**config.mk**
```make
export PLATFORM = sky130hd
export DESIGN_NAME = mio_bus_ws
export DESIGN_NICKNAME = d
export VERILOG_FILES = /design/src/rtl/mio_bus_pkg.sv /design/src/rtl/mio_addr_decode.sv /design/src/rtl/mio_bus_ws.sv
export SDC_FILE = /design/constraint.sdc
export NUM_CORES = 1
export LEC_CHECK = 0
export CELL_PAD_IN_SITES_DETAIL_PLACEMENT = 0
export CELL_PAD_IN_SITES_GLOBAL_PLACEMENT = 1
export CORE_ASPECT_RATIO = 0.6
export CORE_MARGIN = 2
export CORE_UTILIZATION = 25
export DETAILED_ROUTE_END_ITERATION = 7
export PLACE_DENSITY_LB_ADDON = 0.1
export SETUP_SLACK_MARGIN = 0.1
export SYNTH_ARGS = -nofsm -noshare
export SYNTH_HDL_FRONTEND = slang
export SYNTH_HIERARCHICAL = 1
export SYNTH_SLANG_ARGS = --single-unit
export TNS_END_PERCENT = 20
```
**constraint.sdc**
```tcl
create_clock -name clk -period 2.96 [get_ports clk]
set_input_delay 0.592 -clock clk [delete_from_list [all_inputs] [get_ports clk]]
set_output_delay 0.592 -clock clk [all_outputs]
set_load 0.02 [all_outputs]
```
**src/rtl/mio_bus_pkg.sv**
```systemverilog
// mio_bus_pkg: shared regions, FSM states and constants for the MIO bus
package mio_bus_pkg;

    typedef enum logic [2:0] {REG_RAM, REG_SEG, REG_LED, REG_CNT, REG_BAD} region_e;

    typedef enum logic [1:0] {IDLE, ACCESS, WAIT, DONE} state_e;

    localparam logic [3:0] BASE_RAM = 4'h0;
    localparam logic [3:0] BASE_SEG = 4'hE;
    localparam logic [3:0] BASE_IO  = 4'hF;

    localparam logic [31:0] ERR_PATTERN = 32'hDEAD_BEEF;

endpackage

```
**src/rtl/mio_addr_decode.sv**
```systemverilog
// mio_addr_decode: maps addr[31:28] and addr[2] to a bus region; MIO_BUS_ERR_EN makes unmapped windows REG_BAD instead of aliasing RAM
module mio_addr_decode
    import mio_bus_pkg::*;
(
    input  logic [3:0] addr_hi,
    input  logic       addr_sel,
    output region_e    region
);

`ifdef MIO_BUS_ERR_EN
    localparam region_e UNMAPPED = REG_BAD;
`else
    localparam region_e UNMAPPED = REG_RAM;
`endif

    // 0xF splits on addr[2] into LED/GPIO and counter
    always_comb begin
        region = addr_hi == BASE_RAM ? REG_RAM :
                 addr_hi == BASE_SEG ? REG_SEG :
                 addr_hi == BASE_IO  ? (addr_sel ? REG_CNT : REG_LED) :
                 UNMAPPED;
    end

endmodule

```
**src/rtl/mio_bus_ws.sv**
```systemverilog
// mio_bus_ws: CPU-to-RAM/GPIO bus with RAM wait states and a one-cycle ready strobe (MIO_BUS_ERR_EN enables unmapped-access errors)
module mio_bus_ws
    import mio_bus_pkg::*;
#(
    parameter int DATA_W  = 32,
    parameter int RAM_AW  = 10,
    parameter int RAM_LAT = 1
) (
    input  logic              clk,
    input  logic              rst,
    input  logic              cpu_req,
    input  logic              cpu_we,
    input  logic [31:0]       cpu_addr,
    input  logic [DATA_W-1:0] cpu_wdata,
    output logic [DATA_W-1:0] cpu_rdata,
    output logic              cpu_ready,
    output logic              bus_err,
    output logic [RAM_AW-1:0] ram_addr,
    output logic [DATA_W-1:0] ram_wdata,
    output logic              ram_we,
    input  logic [DATA_W-1:0] ram_rdata,
    output logic [DATA_W-1:0] periph_wdata,
    output logic              led_we,
    output logic              seg_we,
    output logic              counter_we,
    input  logic [7:0]        sw,
    input  logic [3:0]        btn,
    input  logic [DATA_W-1:0] seg_rdata,
    input  logic [DATA_W-1:0] counter_rdata
);

    localparam logic [3:0] WAIT_INIT = 4'(RAM_LAT - 1);
    localparam bit         RAM_SLOW  = RAM_LAT > 1;

    state_e            state_q, state_d;
    region_e           region_q, region_d, dec_region;
    logic [RAM_AW-1:0] ram_addr_q, ram_addr_d;
    logic [DATA_W-1:0] wdata_q, wdata_d;
    logic [DATA_W-1:0] rdata_q, rdata_d;
    logic [3:0]        wait_q, wait_d;
    logic              we_q, we_d;
    logic              ram_we_q, ram_we_d;
    logic              led_we_q, led_we_d;
    logic              seg_we_q, seg_we_d;
    logic              cnt_we_q, cnt_we_d;
    logic [DATA_W-1:0] rd_mux;
    logic              ram_wait;
    logic              unused_addr;

    assign unused_addr = ^cpu_addr;

    mio_addr_decode u_decode (
        .addr_hi (cpu_addr[31:28]),
        .addr_sel(cpu_addr[2]),
        .region  (dec_region)
    );

    // read source for the latched region; RAM only reaches here when its data is due
    always_comb begin
        rd_mux   = region_q == REG_LED ? DATA_W'({btn, sw}) :
                   region_q == REG_CNT ? counter_rdata :
                   region_q == REG_SEG ? seg_rdata :
                   region_q == REG_BAD ? DATA_W'(ERR_PATTERN) :
                   ram_rdata;
        ram_wait = !we_q && region_q == REG_RAM && RAM_SLOW;
    end

    // next-state: enables are set on entry to ACCESS so they are flop outputs for exactly that cycle
    always_comb begin
        state_d    = state_q;
        region_d   = region_q;
        ram_addr_d = ram_addr_q;
        wdata_d    = wdata_q;
        rdata_d    = rdata_q;
        wait_d     = wait_q;
        we_d       = we_q;
        ram_we_d   = 1'b0;
        led_we_d   = 1'b0;
        seg_we_d   = 1'b0;
        cnt_we_d   = 1'b0;
        case (state_q)
            IDLE: begin
                if (cpu_req) begin
                    state_d    = ACCESS;
                    region_d   = dec_region;
                    ram_addr_d = cpu_addr[RAM_AW+1:2];
                    wdata_d    = cpu_wdata;
                    we_d       = cpu_we;
                    ram_we_d   = cpu_we && dec_region == REG_RAM;
                    led_we_d   = cpu_we && dec_region == REG_LED;
                    seg_we_d   = cpu_we && dec_region == REG_SEG;
                    cnt_we_d   = cpu_we && dec_region == REG_CNT;
                end
            end
            ACCESS: begin
                state_d = ram_wait ? WAIT : DONE;
                wait_d  = WAIT_INIT;
                rdata_d = (!we_q && !ram_wait) ? rd_mux : rdata_q;
            end
            WAIT: begin
                wait_d  = wait_q - 4'd1;
                state_d = wait_q == 4'd1 ? DONE : WAIT;
                rdata_d = wait_q == 4'd1 ? ram_rdata : rdata_q;
            end
            DONE: state_d = IDLE;
            default: state_d = IDLE;
        endcase
    end

    // state and datapath registers; reset aborts any access in flight
    always_ff @(posedge clk or posedge rst) begin
        if (rst) begin
            state_q    <= IDLE;
            region_q   <= REG_RAM;
            ram_addr_q <= '0;
            wdata_q    <= '0;
            rdata_q    <= '0;
            wait_q     <= '0;
            we_q       <= 1'b0;
            ram_we_q   <= 1'b0;
            led_we_q   <= 1'b0;
            seg_we_q   <= 1'b0;
            cnt_we_q   <= 1'b0;
        end else begin
            state_q    <= state_d;
            region_q   <= region_d;
            ram_addr_q <= ram_addr_d;
            wdata_q    <= wdata_d;
            rdata_q    <= rdata_d;
            wait_q     <= wait_d;
            we_q       <= we_d;
            ram_we_q   <= ram_we_d;
            led_we_q   <= led_we_d;
            seg_we_q   <= seg_we_d;
            cnt_we_q   <= cnt_we_d;
        end
    end

    assign cpu_rdata    = rdata_q;
    assign cpu_ready    = state_q == DONE;
    assign bus_err      = state_q == DONE && region_q == REG_BAD;
    assign ram_addr     = ram_addr_q;
    assign ram_wdata    = wdata_q;
    assign periph_wdata = wdata_q;
    assign ram_we       = ram_we_q;
    assign led_we       = led_we_q;
    assign seg_we       = seg_we_q;
    assign counter_we   = cnt_we_q;

endmodule
```
==> results of run 1 <==
[layout by cell type (no fill, tap or decap), drive strengths merged, types with 8 or more instances in the layout]
cell type / count
nand2: 25
inv: 10
dfrtp: 88
mux2: 56
nor2b: 8
a21oi: 57
mux4: 10
nor2: 37
o21ai: 29
buf: 11
clkbuf: 10
clkdlybuf4s50: 269
o22ai: 9
a2bb2oi: 9
[layout make-up]
class	instances	area share (%)
repair buffers	280	35.8
flip-flops and latches	88	28.1
multi-input cells	290	27.6
well taps	246	3.93
clock buffers	10	2.93
clock inverters	6	1.15
inverters	9	0.480
[metrics by stage]
step	utilization, %	cells
floorplan	-	448
global placement	39.8	913
detailed placement	39.8	913
CTS	41.4	929
global route	41.4	929
finish	41.4	929
[synth_stat cells, types with 8 or more instances]
library cell,count
inv_1,9
buf_2,13
clkbuf_1,9
o21ai_1,8
nor2b_1,8
o22ai_1,9
a2bb2oi_1,9
o21ai_0,20
nor2_1,37
nand2_1,25
mux4_2,10
a21oi_1,55
dfrtp_1,88
mux2_2,56
buf_4,35
[worst max-delay path: stages (launching register included)]
cell	delay [ps]
dfrtp_1	380
nor2_1	420
and3_1	230
clkdlybuf4s50_1	630
[worst max path at each step]
stage / startpoint / to / slack, ps
final: region_q[1]$_DFFE_PP0P_ / bus_err / 360
after global routing: region_q[1]$_DFFE_PP0P_ / bus_err / 250
after CTS: region_q[1]$_DFFE_PP0P_ / bus_err / 310
after detailed placement: region_q[1]$_DFFE_PP0P_ / bus_err / 700
after floorplan: wait_q[1]$_DFFE_PP0P_ / cpu_rdata[0]$_DFFE_PP0P_ / 1170
after global placement: region_q[0]$_DFFE_PP0P_ / bus_err / 660
[metal layers]
metal,up-vias,track usage (%)
met5,-,0
met4,0,3.39
met3,7,4.27
met2,168,24.0
met1,2092,21.7
li1,2043,-
[logic make-up (layout without fill, tap and decap cells)]
family	after synthesis	in the layout	share of synthesized area [%]
other cells	1	1	0.0783
compound gates	120	120	15.3
fa+ha+maj	6	6	1.57
simple gates	94	94	9.58
flops	88	88	46.0
mux	69	69	18.5
buf+inv	70	305	9.03
[registers in the layout, summed over array words and instances, names as in the netlist]
signal and count:
cpu_rdata 32, periph_wdata 32, ram_addr 10, wait_q 4, region_q 3, state_q 2, counter_we 1, led_we 1
ram_we 1, seg_we 1, we_q 1
[power by group through the flow]
| stage | registers [mW] | logic [mW] | clock network, mW |
|---|---|---|---|
| after floorplan | 2.77 | 2.95 | 0 |
| after global placement | 2.17 | 5.51 | 0 |
| after detailed placement | 2.20 | 5.56 | 0 |
| after CTS | 2.19 | 5.58 | 1.30 |
| after global routing | 2.25 | 5.94 | 1.35 |
| final | 2.17 | 5.51 | 1.24 |
==> metrics.csv, run 1 <==
metric,value,unit
outcome,"finished, final reports clean",
metal1 wirelength,7470,um
design area,0.00783,mm2
worst endpoint required time,2370,ps
P per Cell Area,1140,mW/mm2
Worst Setup End Kind,primary output,
DP HPWL,12000,um
ys flop type,dfrtp_1,
postcts setup bufs,0,
multi-input logic area,0.00216,mm2
final worst slack,358,ps
HP Start,cpu_rdata[0]$_DFFE_PP0P_,
Worst Skew,8.80,ps
syn nets,630,
Iteration-0 DRC Markers,202,
final wirelength,15800,um
Post-synth EDFFs,0,
grt ovf,0,
synthesized flop and latch total,88,
Pre-antenna DRT Iters,4,
Max-cap violations,0,
CTS H-tree depth,3,
CTS tree,done,
sequential area share after synthesis,46.0,%
Area contributors post-synth,"dfrtp_1 (46%), mux2_2 (13%), a21oi_1 (5.7%)",
RSZ-0062 raised after global routing,no,
synthesis warning total,6,
reg2reg end,cpu_rdata[8]$_DFFE_PP0P_,
leakage power,3.10,nW
Worst-Margin Slew,628,ps
met2 WL,7130,um
peak supply drop,0.000487,V
Inserted Clock Buffers,9,
sequential share of power,24.3,%
Sw Share,41.8,%
Post-Place Cell Area,0.00751,mm2
WHS,481,ps
antenna fix cells,0,
die area,0.0203,mm2
Total GRT Usage,15.5,%
cells on worst reg2reg path,7,
cts-stage hold buffer count,0,
Longest Clk Path Bufs,2,
Final period util,87.9,%
Post-CTS Resized,0,
R2R Setup Slk,760,ps
WP data arrival,2010,ps
syn_area_per_cell,10.7,um2
achievable frequency,384,MHz
DR vias,4310,
Hold EP,cpu_rdata[0]$_DFFE_PP0P_,
DRT antenna net count,0,
fillcell total,1814,
row cnt,39,
Hold Path Stages,2,
Post-Synthesis Cells,448,
Worst-Skew Late Latency,340,ps
P_sw,3.73,mW
Die Y,111,um
post-synth top area share,46.0,%
drt wl/cell,17.0,um
antenna violations before repair,0,
final max-slew violation count,0,
Tmin final,2600,ps
synth unique cells,42,
fin nets,860,
Final Hold Viols,0,
fraction of registers with async set/reset,100,%
Clk pwr share,13.9,%
Seq. cell area,0.00220,mm2
layout cell share with drive strength beyond 1,15.2,%
most area-hungry cell type in the Yosys netlist,dfrtp_1,
worst-path fanout max,6,
mapped cell area,0.00479,mm2
Root Buffer,clkbuf_16,
synthesis-to-finish area growth,63.3,%
core area,0.0189,mm2
DR WL met3,1100,um
DRC viols,0,
Clock Sinks,88,
largest net degree at the start of global routing,89,
Placement Setup Slack,700,ps
IO Pins,288,
vias in the first global route,4271,
logic gate share of total power,61.7,%
# port buffers,269,
GPL Wtd Cong,0.790,
"Reg clk slew, reported paths",60,ps
CP startpoint kind,flip-flop,
vias per cell,4.64,
Int Pwr,5.20,mW
Starting Density,25.4,%
chip width,183,um
HP Class,flip-flop to flip-flop,
# setup viols final,0,
total power,8.93,mW
r2r startpoint,wait_q[1]$_DFFE_PP0P_,
uppermost routed layer,met4,
Worst Setup Path Type,flip-flop to primary output,
Max-slew headroom,58.0,%
first-pass GRT wire length,24300,um
Total Neg Setup Slack,0,ps
No activity file was read; power rests on OpenSTA's default activity.
==> inputs of run 2 (changes only) <==
--- a/config.mk
+++ b/config.mk
@@ -11,6 +11,7 @@
 export CORE_MARGIN = 2
 export CORE_UTILIZATION = 25
 export DETAILED_ROUTE_END_ITERATION = 7
+export GPL_TIMING_DRIVEN = 0
 export PLACE_DENSITY_LB_ADDON = 0.1
 export SETUP_SLACK_MARGIN = 0.1
 export SYNTH_ARGS = -nofsm -noshare
==> run 2 against run 1 <==
Effect of this change:
- clock power fell by 9.7%
- maximum frequency rose by 6.9%
- first-iteration DRC count fell by 32%
- total power rose by 5.0%
- cell count rose by 5.6%
- sequential power barely moved
- flip-flop and latch count did not move
==> metrics.csv, run 2 (synthesis results as in run 1) <==
metric,value,unit
CTS tree,done,
P per Cell Area,1150,mW/mm2
Worst Skew,9.43,ps
Worst-Margin Slew,659,ps
largest net degree at the start of global routing,37,
Root Buffer,clkbuf_16,
CP dominant cell by count,buf_4,
layout cell share with drive strength beyond 1,20.1,%
RSZ-0062 raised after global routing,no,
worst endpoint required time,2370,ps
# setup viols final,0,
cts-stage hold buffer count,0,
Worst-Skew Late Latency,350,ps
Die Y,111,um
chip width,183,um
worst-path fanout max,10,
peak supply drop,0.000512,V
Final Hold Viols,0,
DRT antenna net count,0,
antenna violations before repair,0,
fin util,43.1,%
cells along the critical path,"clkbuf_2, buf_4, buf_4, and3_1, dlymetal6s2s_1",
Slowest cell on crit path,dfrtp_1,
achievable frequency,411,MHz
"most common cell after layout, fill and taps aside",clkdlybuf4s50_1,
Longest Clk Path Bufs,2,
Inserted Clock Buffers,9,
GPL Wtd Cong,0.808,
grt ovf,0,
DP HPWL,13800,um
Max-slew headroom,55.9,%
Starting Density,25.4,%
Final period util,82.2,%
Total GRT Usage,17.0,%
outcome,"finished, final reports clean",
Total Neg Setup Slack,0,ps
Crit path largest cell delay,370,ps
fin nets,912,
final wirelength,17100,um
Iteration-0 DRC Markers,138,
HP Class,flip-flop to flip-flop,
CTS H-tree depth,3,
IO Pins,288,
final max-slew violation count,0,
leakage power,3.32,nW
Tmin final,2430,ps
core area,0.0189,mm2
"Reg clk slew, reported paths",70,ps
row cnt,39,
DRC viols,0,
"commonest cells after routing, fill and taps aside","clkdlybuf4s50_1 (268), dfrtp_1 (88), mux2_2 (56)",
Max-cap violations,0,
first-pass GRT wire length,26400,um
CP startpoint kind,flip-flop,
# port buffers,269,
antenna fix cells,0,
vias per cell,4.53,
DR vias,4443,
WHS,485,ps
drt wl/cell,17.5,um
Worst Setup End Kind,primary output,
WP data arrival,1840,ps
Pre-antenna DRT Iters,5,
synthesis-to-finish area growth,69.9,%
Clock Sinks,88,
die area,0.0203,mm2
Worst Setup Path Type,flip-flop to primary output,
vias in the first global route,4585,
==> run 2: cell types whose count changed in the layout (fill, tap and decap cells not counted), moves of 2 or more <==
cell | previous run | this run
buf_4 | 9 | 37
clkbuf_1 | 1 | 8
buf_2 | 0 | 11
bufinv_16 | 2 | 0
buf_6 | 0 | 3
==> run 2: final cells by class <==
class / count / area [um2]
buffer: 61 / 405
clock buffer: 10 / 239
clock inverter: 6 / 50.0
fill: 1820 / 10700
inverter: 9 / 37.5
multi-input combinational: 290 / 2160
sequential: 88 / 2200
tap: 246 / 308
timing repair buffer: 271 / 2740
==> run 2: path summary, 6_finish.rpt <==
path | slack, ps | depth (start not counted) | from | to
worst max-delay path | 530 | 5 | region_q[2]$_DFFE_PP0P_ | bus_err
worst min-delay path | 480 | 2 | cpu_rdata[0]$_DFFE_PP0P_ | cpu_rdata[0]$_DFFE_PP0P_
worst max register to register | 870 | 6 | region_q[2]$_DFFE_PP0P_ | cpu_rdata[19]$_DFFE_PP0P_
worst min register to register | 480 | 2 | cpu_rdata[0]$_DFFE_PP0P_ | cpu_rdata[0]$_DFFE_PP0P_
max in group asynchronous | 1500 | 4 | rst | state_q[0]$_DFFE_PP0P_
min in group asynchronous | 650 | 2 | rst | ram_addr[3]$_DFFE_PP0P_
==> run 2: metrics by stage <==
stage,area [um2],setup WS [ps],cells,power [mW]
after floorplan,4800,1170,448,5.73
after global placement,7800,182,963,8.21
after detailed placement,7840,198,965,8.29
after CTS,8140,120,981,9.49
after global routing,8140,410,981,10.0
final,8140,527,981,9.37
==> run 2: repair_timing <==
action / 4_1_cts / 5_1_grt
endpoints found under the setup margin: 1 / 1
gates resized for setup: 5 / 1
setup buffers: 0 / 0
==> run 2: metal layers <==
layer | global-route usage [%] | up-vias | share of wire, %
li1 | - | 2135 | -
met1 | 24.9 | 2137 | 50
met2 | 25.1 | 159 | 42
met3 | 3.84 | 12 | 6.0
met4 | 4.14 | 0 | 1.1
met5 | 0 | - | 0
==> run 2: power by group <==
| part | leakage [nW] | internal (mW) | switching, mW |
|---|---|---|---|
| clock network | 0.136 | 0.603 | 0.521 |
| logic | 2.14 | 2.99 | 3.08 |
| registers | 1.04 | 1.80 | 0.373 |
==> run 2: worst max-delay path: cells and delay by family (launching register included) <==
family                 cells  cell delay (ps)
flip-flops                 1              370
buffers and inverters      4              950
AND/OR/NAND/NOR            1              160
